File: config.mk
export PLATFORM = sky130hd
export DESIGN_NAME = imem_loader_flat
export DESIGN_NICKNAME = d
export VERILOG_FILES = /design/src/rtl/imem_loader_if.sv /design/src/rtl/imem_loader.sv /design/src/flat_wrapper.sv
export SDC_FILE = /design/constraint.sdc
export NUM_CORES = 1
export LEC_CHECK = 0
export BUFFER_PORTS_ARGS = -buffer_cell sky130_fd_sc_hd__buf_2
export CELL_PAD_IN_SITES_DETAIL_PLACEMENT = 0
export CELL_PAD_IN_SITES_GLOBAL_PLACEMENT = 1
export CORE_AREA = 4 4 104 106
export CTS_CLUSTER_SIZE = 12
export DETAILED_ROUTE_END_ITERATION = 6
export DIE_AREA = 0 0 108 110
export GPL_ROUTABILITY_DRIVEN = 0
export PLACE_DENSITY = 0.73
export SLEW_MARGIN = 20
export SYNTH_ARGS = -nofsm -noshare
export SYNTH_HDL_FRONTEND = slang
export SYNTH_SLANG_ARGS = --single-unit
File: constraint.sdc
create_clock -name clk -period 1.7 [get_ports clk]
set_input_delay 0.34 -clock clk [delete_from_list [all_inputs] [get_ports clk]]
set_output_delay 0.34 -clock clk [all_outputs]
set_load 0.02 [all_outputs]
File: src/rtl/imem_loader_if.sv
// Byte-stream and instruction-memory write bus between a program source and imem_loader.
// master: byte source / supervisor side; slave: the loader itself.
interface imem_loader_if #(
  parameter int ADDR_W = 8
);
  logic              start;
  logic              rx_valid;
  logic [7:0]        rx_byte;
  logic              rx_ready;
  logic              wea;
  logic [ADDR_W-1:0] addra;
  logic [31:0]       dina;
  logic              cpu_run;
  logic              load_err;
  logic [ADDR_W:0]   words_loaded;

  modport master (
    output start, rx_valid, rx_byte,
    input  rx_ready, wea, addra, dina, cpu_run, load_err, words_loaded
  );

  modport slave (
    input  start, rx_valid, rx_byte,
    output rx_ready, wea, addra, dina, cpu_run, load_err, words_loaded
  );
endinterface

File: src/rtl/imem_loader.sv
// Loads a length-prefixed big-endian word stream into instruction memory, then releases the CPU.
// Optional trailing XOR checksum byte is enabled by defining IMEM_LOADER_CHECKSUM_EN.
module imem_loader #(
  parameter int ADDR_W    = 8,
  parameter int BASE_ADDR = 0
) (
  input  logic          clk,
  input  logic          rst_n,
  imem_loader_if.slave  bus
);
  localparam logic [2:0] S_IDLE  = 3'd0;
  localparam logic [2:0] S_COUNT = 3'd1;
  localparam logic [2:0] S_DATA  = 3'd2;
  localparam logic [2:0] S_WRITE = 3'd3;
  localparam logic [2:0] S_CHECK = 3'd4;
  localparam logic [2:0] S_DONE  = 3'd5;
  localparam logic [2:0] S_ERROR = 3'd6;

  localparam logic [ADDR_W-1:0] BASE = ADDR_W'(BASE_ADDR);

  logic [2:0]        state_q, state_d;
  logic [8:0]        rem_q, rem_d;
  logic [1:0]        bcnt_q, bcnt_d;
  logic [23:0]       asm_q, asm_d;
  logic [31:0]       dina_q, dina_d;
  logic [ADDR_W-1:0] addr_q, addr_d;
  logic [ADDR_W:0]   words_q, words_d;
`ifdef IMEM_LOADER_CHECKSUM_EN
  logic [7:0]        cs_q, cs_d;
`endif

  logic rx_ready;
  logic xfer;

  assign rx_ready = (state_q == S_COUNT) || (state_q == S_DATA) || (state_q == S_CHECK);
  assign xfer     = bus.rx_valid && rx_ready;

  always_comb begin
    state_d = state_q;
    rem_d   = rem_q;
    bcnt_d  = bcnt_q;
    asm_d   = asm_q;
    dina_d  = dina_q;
    addr_d  = addr_q;
    words_d = words_q;
`ifdef IMEM_LOADER_CHECKSUM_EN
    cs_d    = cs_q;
`endif
    case (state_q)
      S_IDLE, S_DONE, S_ERROR: begin
        if (bus.start) begin
          state_d = S_COUNT;
          words_d = '0;
          addr_d  = BASE;
          bcnt_d  = '0;
`ifdef IMEM_LOADER_CHECKSUM_EN
          cs_d    = '0;
`endif
        end
      end
      S_COUNT: begin
        if (xfer) begin
          // A zero length byte encodes a full 256-word image
          rem_d   = (bus.rx_byte == 8'd0) ? 9'd256 : {1'b0, bus.rx_byte};
          bcnt_d  = '0;
          state_d = S_DATA;
        end
      end
      S_DATA: begin
        if (xfer) begin
`ifdef IMEM_LOADER_CHECKSUM_EN
          cs_d = cs_q ^ bus.rx_byte;
`endif
          if (bcnt_q == 2'd3) begin
            dina_d  = {asm_q, bus.rx_byte};
            bcnt_d  = '0;
            state_d = S_WRITE;
          end else begin
            asm_d  = {asm_q[15:0], bus.rx_byte};
            bcnt_d = bcnt_q + 2'd1;
          end
        end
      end
      S_WRITE: begin
        addr_d  = addr_q + 1'b1;
        words_d = words_q + 1'b1;
        rem_d   = rem_q - 9'd1;
        if (rem_q != 9'd1) begin
          state_d = S_DATA;
        end else begin
`ifdef IMEM_LOADER_CHECKSUM_EN
          state_d = S_CHECK;
`else
          state_d = S_DONE;
`endif
        end
      end
`ifdef IMEM_LOADER_CHECKSUM_EN
      S_CHECK: begin
        if (xfer) begin
          state_d = (bus.rx_byte == cs_q) ? S_DONE : S_ERROR;
        end
      end
`endif
      default: state_d = S_IDLE;
    endcase
  end

  always_ff @(posedge clk or negedge rst_n) begin
    if (!rst_n) begin
      state_q <= S_IDLE;
      rem_q   <= '0;
      bcnt_q  <= '0;
      asm_q   <= '0;
      dina_q  <= '0;
      addr_q  <= BASE;
      words_q <= '0;
`ifdef IMEM_LOADER_CHECKSUM_EN
      cs_q    <= '0;
`endif
    end else begin
      state_q <= state_d;
      rem_q   <= rem_d;
      bcnt_q  <= bcnt_d;
      asm_q   <= asm_d;
      dina_q  <= dina_d;
      addr_q  <= addr_d;
      words_q <= words_d;
`ifdef IMEM_LOADER_CHECKSUM_EN
      cs_q    <= cs_d;
`endif
    end
  end

  assign bus.rx_ready     = rx_ready;
  assign bus.wea          = (state_q == S_WRITE);
  assign bus.addra        = addr_q;
  assign bus.dina         = dina_q;
  assign bus.cpu_run      = (state_q == S_DONE);
  assign bus.words_loaded = words_q;
`ifdef IMEM_LOADER_CHECKSUM_EN
  assign bus.load_err     = (state_q == S_ERROR);
`else
  assign bus.load_err     = 1'b0;
`endif
endmodule

File: src/flat_wrapper.sv
// flat-port wrapper written by rule: the top's interface ports become plain ports
module imem_loader_flat 
#(
  parameter int ADDR_W    = 8,
  parameter int BASE_ADDR = 0
)
  (clk, rst_n, bus_start, bus_rx_valid, bus_rx_byte, bus_rx_ready, bus_wea, bus_addra, bus_dina, bus_cpu_run, bus_load_err, bus_words_loaded);
  imem_loader_if #(.ADDR_W(ADDR_W)) bus_i ();
  input  logic clk;
  input  logic rst_n;
  input wire logic [$bits(bus_i.start)-1:0] bus_start;
  input wire logic [$bits(bus_i.rx_valid)-1:0] bus_rx_valid;
  input wire logic [$bits(bus_i.rx_byte)-1:0] bus_rx_byte;
  output wire logic [$bits(bus_i.rx_ready)-1:0] bus_rx_ready;
  output wire logic [$bits(bus_i.wea)-1:0] bus_wea;
  output wire logic [$bits(bus_i.addra)-1:0] bus_addra;
  output wire logic [$bits(bus_i.dina)-1:0] bus_dina;
  output wire logic [$bits(bus_i.cpu_run)-1:0] bus_cpu_run;
  output wire logic [$bits(bus_i.load_err)-1:0] bus_load_err;
  output wire logic [$bits(bus_i.words_loaded)-1:0] bus_words_loaded;
  assign bus_i.start = bus_start;
  assign bus_i.rx_valid = bus_rx_valid;
  assign bus_i.rx_byte = bus_rx_byte;
  assign bus_rx_ready = bus_i.rx_ready;
  assign bus_wea = bus_i.wea;
  assign bus_addra = bus_i.addra;
  assign bus_dina = bus_i.dina;
  assign bus_cpu_run = bus_i.cpu_run;
  assign bus_load_err = bus_i.load_err;
  assign bus_words_loaded = bus_i.words_loaded;
  imem_loader #(.ADDR_W(ADDR_W), .BASE_ADDR(BASE_ADDR)) u_core (.clk(clk), .rst_n(rst_n), .bus(bus_i));
endmodule
==> results of run 1 <==
==> area by class of cell <==
type	count	area, um^2	share of cell area
clock inverters	7	80.08	0.01598
inverters	11	47.55	0.009491
multi-input cells	204	1738	0.3469
repair buffers	97	676.9	0.1351
well taps	133	166.4	0.03322
clock buffers	9	123.9	0.02473
flip-flops and latches	87	2177	0.4346
==> cell families after synthesis <==
group | count (synthesis)
and+or+nand+nor | 78
muxes | 62
buffers and inverters | 27
AOI/OAI and AO/OA | 55
xor gates and xnor gates | 3
other | 1
DFF | 87
adders and majority gates | 5
==> state kept, by name, summed over array words and instances (netlist names) <==
signal / count
u_core.bcnt_q: 2
u_core.bus.words_loaded: 9
u_core.state_q: 3
u_core.asm_q: 24
u_core.bus.addra: 8
u_core.rem_q: 9
u_core.bus.dina: 32
==> final timing paths <==
path / endpoint / slack (ps) / cells after the start
setup / recovery: u_core.asm_q[12]$_DFFE_PN0P_ / -50 / 4
hold / removal: u_core.bus.dina[2]$_DFFE_PN0P_ / 270 / 2
setup reg to reg: u_core.asm_q[12]$_DFFE_PN0P_ / -50 / 4
hold reg to reg: u_core.bus.addra[7]$_DFFE_PN0P_ / 480 / 1
max in group asynchronous: u_core.bus.words_loaded[6]$_DFFE_PN0P_ / 830 / 3
min in group asynchronous: u_core.bus.dina[23]$_DFFE_PN0P_ / 370 / 2
==> stage by stage <==
step	util	area (um^2)	hold WS, ps	instances	TNS, ps
4_1_cts	0.4977	4865	259.0	542	-471.0
3_3_place_gp	0.4698	4592	224.0	521	0
5_1_grt	0.5125	5010	268.8	548	-4103
3_5_place_dp	0.4698	4592	221.4	521	-7.725
2_1_floorplan	-	4014	44.41	318	-226.7
6_report	0.5125	5010	272.0	548	-873.4
==> repair_timing <==
item	in CTS	in global routing
setup endpoints to repair	9	67
cloned	0	1
hold buffers	1	0
endpoints found under the hold margin	14	0
gates resized for setup	10	28
buffers inserted	4	5
pin swaps	0	5
==> metal layers <==
metal	wire length (um)	part of all wire	global-route usage	vias up
met5	0	0	0	-
met4	119	0.014	0.04689	0
met3	430	0.051	0.03611	10
met2	4100	0.48	0.2322	72
met1	3859	0.45	0.2042	1380
li1	-	-	-	1351
==> power groups by stage <==
stage,registers (W),logic [W],clock network (W)
finish,0.00363,0.00390,0.00143
global placement,0.00363,0.00352,0
CTS,0.00363,0.00370,0.00150
floorplan,0.00411,0.00201,0
global route,0.00378,0.00422,0.00158
detailed placement,0.00366,0.00360,0
==> layout by cell type, fill, tap and decap left out, types with 7 or more instances in the layout <==
master / count
sky130_fd_sc_hd__mux2_2: 34
sky130_fd_sc_hd__mux2_4: 24
sky130_fd_sc_hd__dfrtp_1: 87
sky130_fd_sc_hd__nor2_1: 13
sky130_fd_sc_hd__nand3_1: 9
sky130_fd_sc_hd__clkbuf_8: 9
sky130_fd_sc_hd__buf_4: 25
sky130_fd_sc_hd__and3_1: 7
sky130_fd_sc_hd__inv_1: 8
sky130_fd_sc_hd__a21oi_1: 13
sky130_fd_sc_hd__buf_6: 7
sky130_fd_sc_hd__o21ai_0: 9
sky130_fd_sc_hd__buf_2: 59
sky130_fd_sc_hd__nand2_1: 16
==> results by group, run 1 <==
CTS
  – Clock latency at the later pin of the worst-skew pair: 360 ps
  – Number of H-tree branching levels: 3
  – Post-CTS clock slew at the launch and capture registers of the worst setup and hold paths: 90 ps
  – CTS tree: done
  – Clock Sinks: 87
  – CTS buffer count: 9
  – Clock tree buffer depth: 2
  – Root Driver: sky130_fd_sc_hd__clkbuf_8

Timing
  – Number of setup violations in the final report: 47
  – Number of failing hold endpoints at the final stage: 0
  – Setup repair after global routing missed its margin: true
  – Maximum frequency from static timing analysis: 0.5714 GHz
  – Period Utilization, post-route: 1.030
  – Largest clock skew in the final design: 8.503 ps
  – Post-route minimum period: 1750 ps
  – Final count of pins violating max slew: 0
  – Setup slack of the critical path after layout: -50.17 ps

Pwr
  – Leakage power of the design: ~2.5 nW
  – Highest ir drop seen on vdd: 0.0008534 V
  – Switching power total: 0.003485 W
  – Reg power frac: 0.405
  – Power density over cell area: 1790 mW/mm^2
  – Power Total: 0.008968 W
  – Internal cell power: 0.005483 W
  – Portion of total power attributed to the clock network: 0.160
  – Proportion of total power due to net switching: 0.3886
  – Part of the total power dissipated in combinational logic: 0.435

Synth
  – Synth Area in Adders: 0.01560
  – Yosys top cell by area: sky130_fd_sc_hd__dfrtp_1
  – Most area-consuming cells after synthesis: sky130_fd_sc_hd__dfrtp_1, sky130_fd_sc_hd__mux2_2, sky130_fd_sc_hd__mux2_4
  – Cell area after synthesis: 0.004011 mm^2
  – Post-synth EDFFs: 0
  – Syn Area/Cell: 12.61 um^2
  – Synth unique cells: 49
  – Top post-synthesis cells by count: sky130_fd_sc_hd__dfrtp_1, sky130_fd_sc_hd__mux2_2, sky130_fd_sc_hd__mux2_4
  – Yosys top cell area share: 0.5427
  – Multiplexer area fraction after synthesis: 0.1918
  – Top-count cell post-synth: sky130_fd_sc_hd__dfrtp_1
  – Dominant combinational cell family by area after synthesis: multiplexers
  – Post-synthesis simple-gate area fraction: 0.1101
  – Complex-gate fraction of the synthesized area: 0.08983
  – Number of cells produced by synthesis: 318
  – Xor/xnor share of the synthesized area: 0.006550
  – Register area share after synthesis: 0.5427
  – Warnings from Yosys: 0
  – Total nets after synthesis: 335
  – Synthesized flop and latch total: 87
  – Top_reg_cell synth: sky130_fd_sc_hd__dfrtp_1
  – Async set or reset register ratio after synthesis: 1.000

Setup path
  – Critical Path Source: u_core.state_q[2]$_DFFE_PN0P_
  – Critical path data arrival time: about 2000 ps
  – Largest incremental delay on the critical path: around 540 ps
  – Critical Path Source Type: flip-flop
  – Startpoint of the worst-slack reg-to-reg timing path: u_core.state_q[2]$_DFFE_PN0P_
  – Category of cells accounting for the largest share of critical-path delay: simple AND/OR/NAND/NOR gates
  – CP bufs+invs: 2
  – Cell Chain, Critical Path: buf_4 -> or4_4 -> buf_12 -> mux2_4
  – Worst-path maximum fanout: 24
  – Critical path's slowest cell: sky130_fd_sc_hd__or4_4
  – Critical path capture point type: flip-flop
  – Category of the most critical setup path: flip-flop to flip-flop
  – Worst Path Required: 1950 ps

Global route
  – Number of antenna violations at the first check in global routing: 0
  – Wire length of the first global-routing pass: ~14000 um
  – Via count of the first global-routing pass: 2758
  – Global routing usage summed across all routing layers: 0.1481
  – Leftover overflow at the end of global routing: 0
  – Largest net degree at the start of global routing: 44

Final layout
  – Antenna Diode Count: 0
  – FILL cells: 875
  – Area grow syn2layout: 24.89%
  – Total Nets Final: 427
  – Proportion of layout cells with a drive suffix above 1: 0.4651

Route
  – Post-route DRC violation count: 0
  – Number of design-rule violations left by the first detailed-router iteration: 125
  – Antenna-violating nets left: 0
  – Vias after detailed routing: 2813
  – Wire per inst: 15.53 um
  – First drt pass iteration count: 4
  – Routed WL: 8508 um
  – Detailed-route vias per instance: between 5 and 6

Outcome
  – Result of the run: finished with violations
  – Violations in the final reports: negative setup slack

Placement
  – Worst slack, placed: -7.725 ps
  – Estimated wirelength of the detail-placed design: 5828 um
  – I/O Buffers: 63

Floorplan
  – Area of the core region: just under 0.01 mm^2
  – # IOs: 65
  – Row cnt: 36
  – Horiz. Die Dim: around 110 um
  – Initial Util: 0.4104
  – Die height: 110 um
  – Die Area: 0.01188 mm^2

Hold path
  – Launch instance of the worst min-delay path: bus_rx_byte[2]
  – Worst Hold Class: input port to flip-flop

Run
  – Number of maximum-capacitance constraint violations: 0
(Power assumes the default switching activity.)
==> run 2, diff against run 1 <==
--- a/config.mk
+++ b/config.mk
@@ -18,3 +18,4 @@
 export SYNTH_ARGS = -nofsm -noshare
 export SYNTH_HDL_FRONTEND = slang
 export SYNTH_SLANG_ARGS = --single-unit
+export TNS_END_PERCENT = 5
==> run 2 against run 1 <==
The flow still finishes with violations (negative setup slack). Clock power is essentially flat. Clock skew barely moved. Maximum frequency grew 1.0%. Final cell count shrank 1.3%. Cell area down 2.2%. Critical path depth did not move. Die area stayed put. Critical endpoint unchanged.
==> results by group, run 2 (synthesis gave the netlist of run 1 again) <==
Global route
  – Number of antenna violations at the first check in global routing: 0
  – Largest net degree at the start of global routing: 44
  – Wire length of the first global-routing pass: 13810 um
  – Leftover overflow at the end of global routing: 0
  – Global routing usage summed across all routing layers: 0.1475
  – Via count of the first global-routing pass: 2753

CTS
  – Post-CTS clock slew at the launch and capture registers of the worst setup and hold paths: 90 ps
  – Number of H-tree branching levels: 3
  – Root Driver: sky130_fd_sc_hd__clkbuf_8
  – Clock tree buffer depth: 2
  – CTS tree: done
  – Clock Sinks: between 80 and 90
  – Clock latency at the later pin of the worst-skew pair: 360 ps
  – CTS buffer count: 9

Route
  – Routed WL: 8225 um
  – Detailed-route vias per instance: 5.061
  – Post-route DRC violation count: 0
  – Wire per inst: 15.20 um
  – First drt pass iteration count: 4
  – Number of design-rule violations left by the first detailed-router iteration: 137
  – Vias after detailed routing: 2738
  – Antenna-violating nets left: 0

Timing
  – Final setup TNS: -443.5 ps
  – Number of setup violations in the final report: 22
  – Largest clock skew in the final design: 8.832 ps
  – Post-route minimum period: 1732 ps
  – Setup repair after global routing missed its margin: true
  – Final count of pins violating max slew: 0
  – Number of failing hold endpoints at the final stage: 0
  – Maximum frequency from static timing analysis: 0.5773 GHz
  – Setup slack of the critical path after layout: -32.13 ps
  – Period Utilization, post-route: 1.019

Final layout
  – Commonest non-fill, non-tap cell in the layout: sky130_fd_sc_hd__dfrtp_1
  – Antenna Diode Count: 0
  – Largest register FFs: 32
  – Total Nets Final: between 400 and 500
  – Area grow syn2layout: 22.08%
  – Commonest cells after routing, fill and taps aside: sky130_fd_sc_hd__dfrtp_1, sky130_fd_sc_hd__buf_2, sky130_fd_sc_hd__mux2_2, sky130_fd_sc_hd__buf_4, sky130_fd_sc_hd__mux2_4
  – Non-filler cells in the finished layout: 541
  – FILL cells: 884
  – Proportion of layout cells with a drive suffix above 1: 0.4461
  – Share of the core filled with cells: 0.5010

Setup path
  – Cell Chain, Critical Path: buf_4 -> or4_4 -> buf_12 -> mux2_4
  – Startpoint of the worst-slack reg-to-reg timing path: u_core.state_q[2]$_DFFE_PN0P_
  – Category of the most critical setup path: flip-flop to flip-flop
  – Critical Path Source Type: flip-flop
  – R2r worst-path depth: 4
  – Critical path capture point type: flip-flop
  – Worst-path maximum fanout: 24
  – Critical path's slowest cell: sky130_fd_sc_hd__or4_4
  – Critical path data arrival time: 1980 ps
  – Worst Path Required: 1950 ps
  – Worst reg2reg endpoint: u_core.asm_q[12]$_DFFE_PN0P_
  – Reg-to-reg setup timing slack: -30 ps
  – Largest incremental delay on the critical path: 540 ps

Hold path
  – Hold path endpoint: u_core.bus.dina[2]$_DFFE_PN0P_
  – Number of cells traversed by the worst hold path: 2
  – Worst Hold Class: input port to flip-flop
  – Launch instance of the worst min-delay path: bus_rx_byte[2]

Placement
  – I/O Buffers: 63
  – Cell count after placement: 521
  – Estimated wirelength of the detail-placed design: between 5000 and 6000 um
  – Worst slack, placed: -7.725 ps

Pwr
  – Reg power frac: 0.415
  – Highest ir drop seen on vdd: 0.0007594 V
  – Switching power total: around 0.0034 W
  – Internal cell power: roughly 0.0053 W
  – Portion of total power attributed to the clock network: 0.163
  – Part of the total power dissipated in combinational logic: 0.422
  – Power density over cell area: roughly 1800 mW/mm^2
  – Leakage power of the design: 2.399 nW
  – Proportion of total power due to net switching: 0.3908

Floorplan
  – Die height: 110 um
  – Die Area: 0.01188 mm^2
  – Horiz. Die Dim: approximately 110 um
  – Row cnt: 36
  – # IOs: 65
  – Area of the core region: 0.009774 mm^2
  – Initial Util: 0.4104

Outcome
  – Result of the run: finished with violations
  – Violations in the final reports: negative setup slack

Run
  – Number of maximum-capacitance constraint violations: 0
run 2: critical path: cells and delay by family (launching register included):
kind                   cells  cell delay (ps)
flip-flops                 1              430
multiplexers               1              300
AND/OR/NAND/NOR            1              540
buffers and inverters      2              350
run 2: cell type report:
class	instances	area (um^2)	share of cell area
repair buffers	90	591.8	0.1208
well taps	133	166.4	0.03398
flip-flops and latches	87	2177	0.4446
clock buffers	9	123.9	0.02529
clock inverters	7	80.08	0.01635
inverters	11	47.55	0.009709
multi-input cells	204	1710	0.3493
run 2: power groups by stage:
stage	sequential [W]	combinational, W	clock, W
6_report	0.00363	0.00370	0.00143
5_1_grt	0.00378	0.00402	0.00158
4_1_cts	0.00362	0.00368	0.00150
3_5_place_dp	0.00366	0.00360	0
3_3_place_gp	0.00363	0.00352	0
2_1_floorplan	0.00411	0.00201	0
run 2: worst max-delay path by stage:
stage	end	slack [ps]	start	cells after the start
after floorplan	u_core.asm_q[10]$_DFFE_PN0P_	-10	u_core.bcnt_q[0]$_DFFE_PN0P_	5
after global placement	u_core.rem_q[3]$_DFFE_PN0P_	20	u_core.state_q[2]$_DFFE_PN0P_	5
after detailed placement	u_core.rem_q[3]$_DFFE_PN0P_	-8	u_core.state_q[2]$_DFFE_PN0P_	5
after CTS	u_core.rem_q[3]$_DFFE_PN0P_	-40	u_core.state_q[2]$_DFFE_PN0P_	5
after global routing	bus_rx_ready	-100	u_core.state_q[2]$_DFFE_PN0P_	4
final	u_core.asm_q[12]$_DFFE_PN0P_	-30	u_core.state_q[2]$_DFFE_PN0P_	4
run 2: what timing repair did:
| action | CTS | global route |
|---|---|---|
| hold endpoints to repair | 14 | 0 |
| hold buffers | 1 | 0 |
| resized for setup | 10 | 12 |
| endpoints found under the setup margin | 9 | 68 |
| setup buffers | 3 | 0 |
| pin swaps | 0 | 2 |
run 2: per-stage QoR:
step | hold WS [ps] | instance area [um^2] | power, W
floorplan | 44.41 | 4014 | 0.006115
global placement | 224.0 | 4592 | 0.007150
detailed placement | 221.4 | 4592 | 0.007263
CTS | 259.0 | 4855 | 0.008807
global route | 268.6 | 4897 | 0.009383
finish | 270.9 | 4897 | 0.008765
run 2: metal layers:
| metal | GRT usage | vias to the layer above | wire [um] | share of wire |
|---|---|---|---|---|
| li1 | - | 1334 | - | - |
| met1 | 0.2026 | 1336 | 3836 | 0.47 |
| met2 | 0.2309 | 61 | 3894 | 0.47 |
| met3 | 0.03727 | 7 | 396 | 0.048 |
| met4 | 0.04689 | 0 | 97 | 0.012 |
| met5 | 0 | - | 0 | 0 |
